==> src/rtl/pool_if.sv <==
// Row stream between norm and the pooling stage: input row plus valid, and the
// registered output row plus its one-cycle valid pulse.
interface pool_if #(
    parameter int DWIDTH       = 8,
    parameter int MAT_MUL_SIZE = 4
);
    logic                             in_data_available;
    logic [MAT_MUL_SIZE*DWIDTH-1:0]   inp_data;
    logic [MAT_MUL_SIZE*DWIDTH-1:0]   out_data;
    logic                             out_data_available;

    modport master (
        output in_data_available,
        output inp_data,
        input  out_data,
        input  out_data_available
    );

    modport slave (
        input  in_data_available,
        input  inp_data,
        output out_data,
        output out_data_available
    );
endinterface

==> src/rtl/pool.sv <==
// 2x2 signed max-pooling over a row stream, or a one-cycle registered
// pass-through when enable_pool is low. All outputs are registered.
module pool #(
    parameter int DWIDTH       = 8,
    parameter int MAT_MUL_SIZE = 4
) (
    input  logic   clk,
    input  logic   reset,
    input  logic   enable_pool,
    pool_if.slave  bus,
    output logic   done_pool
);
    localparam int HALF = MAT_MUL_SIZE / 2;
    localparam int RW   = MAT_MUL_SIZE * DWIDTH;
    localparam int HW   = HALF * DWIDTH;
    localparam int CW   = $clog2(MAT_MUL_SIZE);
    localparam logic [CW-1:0] RC_LAST = CW'(MAT_MUL_SIZE - 1);

    logic [CW-1:0] rc_q, rc_d, rc_eff;
    logic [HW-1:0] buf_q, buf_d;
    logic [RW-1:0] out_q, out_d;
    logic          vld_q, vld_d;
    logic          done_q, done_d;
    logic          mode_q, mode_d;

    logic [HW-1:0] h, p;
    logic signed [DWIDTH-1:0] ea, eb, hj, bj;

    // Horizontal max of each element pair, then vertical max against the buffered row.
    always_comb begin
        h  = '0;
        p  = '0;
        ea = '0;
        eb = '0;
        hj = '0;
        bj = '0;
        for (int j = 0; j < HALF; j++) begin
            ea = $signed(bus.inp_data[(2*j)*DWIDTH +: DWIDTH]);
            eb = $signed(bus.inp_data[(2*j+1)*DWIDTH +: DWIDTH]);
            hj = (ea >= eb) ? ea : eb;
            h[j*DWIDTH +: DWIDTH] = hj;
            bj = $signed(buf_q[j*DWIDTH +: DWIDTH]);
            p[j*DWIDTH +: DWIDTH] = (bj >= hj) ? bj : hj;
        end
    end

    // A mode change restarts the tile; the row arriving with it is row 0.
    assign rc_eff = (enable_pool != mode_q) ? '0 : rc_q;

    always_comb begin
        rc_d   = rc_eff;
        buf_d  = buf_q;
        out_d  = enable_pool ? out_q : bus.inp_data;
        vld_d  = 1'b0;
        done_d = done_q;
        mode_d = enable_pool;
        if (bus.in_data_available) begin
            rc_d = (rc_eff == RC_LAST) ? '0 : rc_eff + 1'b1;
            if (rc_eff == RC_LAST) begin
                done_d = 1'b1;
            end
            if (!enable_pool) begin
                vld_d = 1'b1;
            end else if (!rc_eff[0]) begin
                buf_d = h;
            end else begin
                out_d = {{(RW-HW){1'b0}}, p};
                vld_d = 1'b1;
            end
        end
    end

    always_ff @(posedge clk) begin
        if (reset) begin
            rc_q   <= '0;
            buf_q  <= '0;
            out_q  <= '0;
            vld_q  <= 1'b0;
            done_q <= 1'b0;
            mode_q <= 1'b0;
        end else begin
            rc_q   <= rc_d;
            buf_q  <= buf_d;
            out_q  <= out_d;
            vld_q  <= vld_d;
            done_q <= done_d;
            mode_q <= mode_d;
        end
    end

    assign bus.out_data           = out_q;
    assign bus.out_data_available = vld_q;
    assign done_pool              = done_q;
endmodule

==> src/flat_wrapper.sv <==
// flat-port wrapper written by rule: the top's interface ports become plain ports
module pool_flat 
#(
    parameter int DWIDTH       = 8,
    parameter int MAT_MUL_SIZE = 4
)
  (clk, reset, enable_pool, done_pool, bus_in_data_available, bus_inp_data, bus_out_data, bus_out_data_available);
  pool_if #(.DWIDTH(DWIDTH), .MAT_MUL_SIZE(MAT_MUL_SIZE)) bus_i ();
  input  logic clk;
  input  logic reset;
  input  logic enable_pool;
  output logic done_pool;
  input wire logic [$bits(bus_i.in_data_available)-1:0] bus_in_data_available;
  input wire logic [$bits(bus_i.inp_data)-1:0] bus_inp_data;
  output wire logic [$bits(bus_i.out_data)-1:0] bus_out_data;
  output wire logic [$bits(bus_i.out_data_available)-1:0] bus_out_data_available;
  assign bus_i.in_data_available = bus_in_data_available;
  assign bus_i.inp_data = bus_inp_data;
  assign bus_out_data = bus_i.out_data;
  assign bus_out_data_available = bus_i.out_data_available;
  pool #(.DWIDTH(DWIDTH), .MAT_MUL_SIZE(MAT_MUL_SIZE)) u_core (.clk(clk), .reset(reset), .enable_pool(enable_pool), .bus(bus_i), .done_pool(done_pool));
endmodule
==> config.mk <==
export PLATFORM = sky130hd
export DESIGN_NAME = pool_flat
export DESIGN_NICKNAME = d
export VERILOG_FILES = /design/src/rtl/pool_if.sv /design/src/rtl/pool.sv /design/src/flat_wrapper.sv
export SDC_FILE = /design/constraint.sdc
export NUM_CORES = 1
export LEC_CHECK = 0
export CAP_MARGIN = 20
export CORE_ASPECT_RATIO = 1.4
export CORE_MARGIN = 5
export CORE_UTILIZATION = 45
export DETAILED_ROUTE_END_ITERATION = 10
export GPL_TIMING_DRIVEN = 0
export PLACE_DENSITY = 0.73
export SLEW_MARGIN = 0
export SYNTH_ARGS = -nofsm -noshare
export SYNTH_HDL_FRONTEND = slang
export SYNTH_SLANG_ARGS = --single-unit
==> constraint.sdc <==
create_clock -name clk -period 4.5 [get_ports clk]
set_input_delay 1.125 -clock clk [delete_from_list [all_inputs] [get_ports clk]]
set_output_delay 1.125 -clock clk [all_outputs]
set_load 0.005 [all_outputs]
==> results_dict.tcl <==
set metrics [dict create \
    max_freq_ghz 0.2306 \
    core_mm2 0.006569 \
    fin_crit_ns 4.337 \
    cpPeakStageDelay_ns 0.48 \
    dr.pass1.iters 4 \
    die_height_um 107.1 \
    first_iter_violations 106 \
    setup_tns_ns 0 \
    synth_cell_types 40 \
    rsz0062_at_grt "no" \
    reg2reg_depth 7 \
    cts_buffers 5 \
    fin_crit_sh_pct 96.37 \
    synth_commonest_cells "dfxtp_1 (53), inv_1 (37), ha_1 (34)" \
    wirelength_um 7600 \
    portBuffers 69 \
    ys_ff_latch 53 \
    fin_nets 480 \
    gr-total-overflow 0 \
    synth_nets 397 \
    num_vias 2688 \
    avgViaCountPerCell 5.542 \
    grt_pass1_vias 2788 \
    antenna_found_initial 0 \
    grt_first_pass_wirelength_um 12800 \
    initial_utilization_pct 46.10 \
    clk_pin_slew_ns 0.10 \
    ys.warnings.count 0 \
    ant_nets 0 \
    synth_area_mm2 0.003028 \
    h-tree-depth 2 \
    die_w_um 79.33 \
    cp_cell_sequence "clkdlybuf4s50_1 -> inv_1 -> ha_1 -> nand2b_1 -> a2111oi_4 -> o31ai_4 -> buf_4 -> mux2i_1 -> inv_1 -> ha_1 -> nor2_1 -> a21oi_1 -> o21ai_0 -> a311o_2 -> o221ai_1" \
    synthTopCellsByArea "dfxtp_1 (35%), ha_1 (14%), mux2i_1 (11%)" \
    grt_start_max_net_pins 16 \
    dieArea_mm2 0.008492 \
    critPathSlowestCell "clkdlybuf4s50_1" \
    whs_path_depth 2 \
    wl_per_cell_um 15.67 \
    worst_setup_path_start_kind "input port" \
    yosys.area.top_type "dfxtp_1" \
    ioPinCount 70 \
    holdBufCountCts 0 \
    cp.required_ns 4.73 \
    vdd_drop_max_uv 208.8 \
    tightest_slew_ns 0.7576 \
    dp_hpwl_um 6035 \
    cp_num_cells 15 \
    finalHoldViolations 0 \
    path_buf_inv 4 \
    cts_tree "built" \
    gp_congestion 0.7975 \
    synth.most_common_cell "dfxtp_1" \
    postSynthAreaPerCell_um2 9.260 \
    max_slew_margin_pct 49.49 \
    status "completed" \
    root_buffer "clkbuf_8" \
    path_class "input port to flip-flop" \
    antenna_cells 0 \
    fin_skew_ns 0.01410 \
    crit_path_end_kind "flip-flop" \
    critPathMaxFanout 8 \
    timing.reg2reg.setup_slack_ns 2.61 \
    dp_cells 470 \
    rows 35 \
    slew_viol_final 0 \
    crit_arrival_ns 4.57 \
    holdCritPathClass "flip-flop to flip-flop" \
    path_delay_family "compound AO/OA/AOI/OAI gates" \
    power.density_mw_per_mm2 276.3 \
    dominantRegCellSynth "dfxtp_1" \
    clockBufferDepth 2 \
    cts.sinks 53 \
    synthCells 327 \
    syn2layout_area_growth_pct 31.24 \
    setup_viol 0 \
    synthArstFlopShare_pct 0 \
    synth.top_cell.area_share_pct 35.04 \
    final_cells 485 \
    ys_seq_area_share_pct 35.04 \
    p_leak_uw 0.001738 \
    clk-insertion-delay-late_ns 0.31 \
    drive_above_1_share_pct 7.786 \
    cap_violations 0 \
    drc_errors 0 \
    track_usage_pct 18.88 \
    synth_edf_count 0 \
]
==> worst register-to-register path, delay by kind of cell, from the launching register on <==
kind | cells | cell delay (ns)
AND/OR/NAND/NOR | 1 | 0.35
AO/OA/AOI/OAI | 4 | 0.79
adder cells (fa/ha/maj) | 1 | 0.29
buffers and inverters | 1 | 0.05
flip-flops | 1 | 0.33
==> flip-flops by register name (all words and copies together) (netlist names) <==
name and cells:
u_core.done_pool 1, u_core.bus.out_data_available 1, u_core.rc_q 2, u_core.bus.out_data 32, u_core.buf_q 16, u_core.mode_q 1
==> layout make-up <==
class	instances	area, um2
repair buffers	76	743.2
clock inverters	1	7.507
inverters	37	138.9
clock buffers	7	76.32
multi-input cells	225	1807
flip-flops and latches	53	1061
plain buffers	12	47.55
fillers	605	2595
well taps	74	92.59
==> power by group <==
| group | leakage, uW | internal [uW] | switching (uW) |
|---|---|---|---|
| Sequential | 0.000438 | 501 | 18.3 |
| Clock | 0.0000385 | 111 | 154 |
| Combinational | 0.00126 | 162 | 153 |
| Total | 0.00174 | 773 | 325 |
==> layout by cell type, fill, tap and decap left out, types with 16 or more instances in the layout <==
master           instances
nand2_1                 19
o221ai_1                16
ha_1                    34
mux2i_1                 33
inv_1                   37
o21ai_0                 20
a21oi_1                 24
clkdlybuf4s50_1         69
nor2_1                  25
dfxtp_1                 53
==> metal layers <==
metal	track usage (%)	up-vias	wire, um	part of all wire [%]
met5	0	-	0	0
li1	-	1350	-	-
met3	5.042	14	423	5.6
met2	36.02	81	3985	52
met1	19.25	1243	3028	40
met4	6.757	0	162	2.1
==> path summary, 6_finish.rpt <==
check | startpoint | end
setup / recovery | bus_inp_data[0] | u_core.bus.out_data[4]
setup reg to reg | u_core.buf_q[8] | u_core.bus.out_data[14]
hold reg to reg | u_core.buf_q[15] | u_core.bus.out_data[15]
hold / removal | u_core.buf_q[15] | u_core.bus.out_data[15]
==> kinds of logic after synthesis <==
group / synth area share [%]
AND/OR/NAND/NOR: 9.959
flip-flops: 35.04
adder cells (fa/ha/maj): 14.05
buffers and inverters: 6.157
XOR/XNOR: 0.2893
multiplexers: 13.51
AO/OA/AOI/OAI: 20.99
==> per-stage QoR <==
| step | setup WS (ns) | hold slack, ns | utilization (%) | power (uW) | area, um2 |
|---|---|---|---|---|---|
| 2_1_floorplan | 0.4845 | 0.4561 | - | 705.6 | 3028 |
| 3_3_place_gp | -0.5782 | 0.4529 | 58.02 | 824.0 | 3811 |
| 3_5_place_dp | -0.6504 | 0.4676 | 58.02 | 831.5 | 3811 |
| 4_1_cts | 0.1021 | 0.4796 | 59.94 | 1103 | 3938 |
| 5_1_grt | 0.001051 | 0.5025 | 60.50 | 1163 | 3974 |
| 6_report | 0.1631 | 0.4730 | 60.50 | 1098 | 3974 |
==> what timing repair did <==
item	CTS	global route
resized for setup	2	2
setup buffers	4	3
endpoints found under the setup margin	16	16
pin swaps	2	1
No activity file was read; power rests on OpenSTA's default activity.
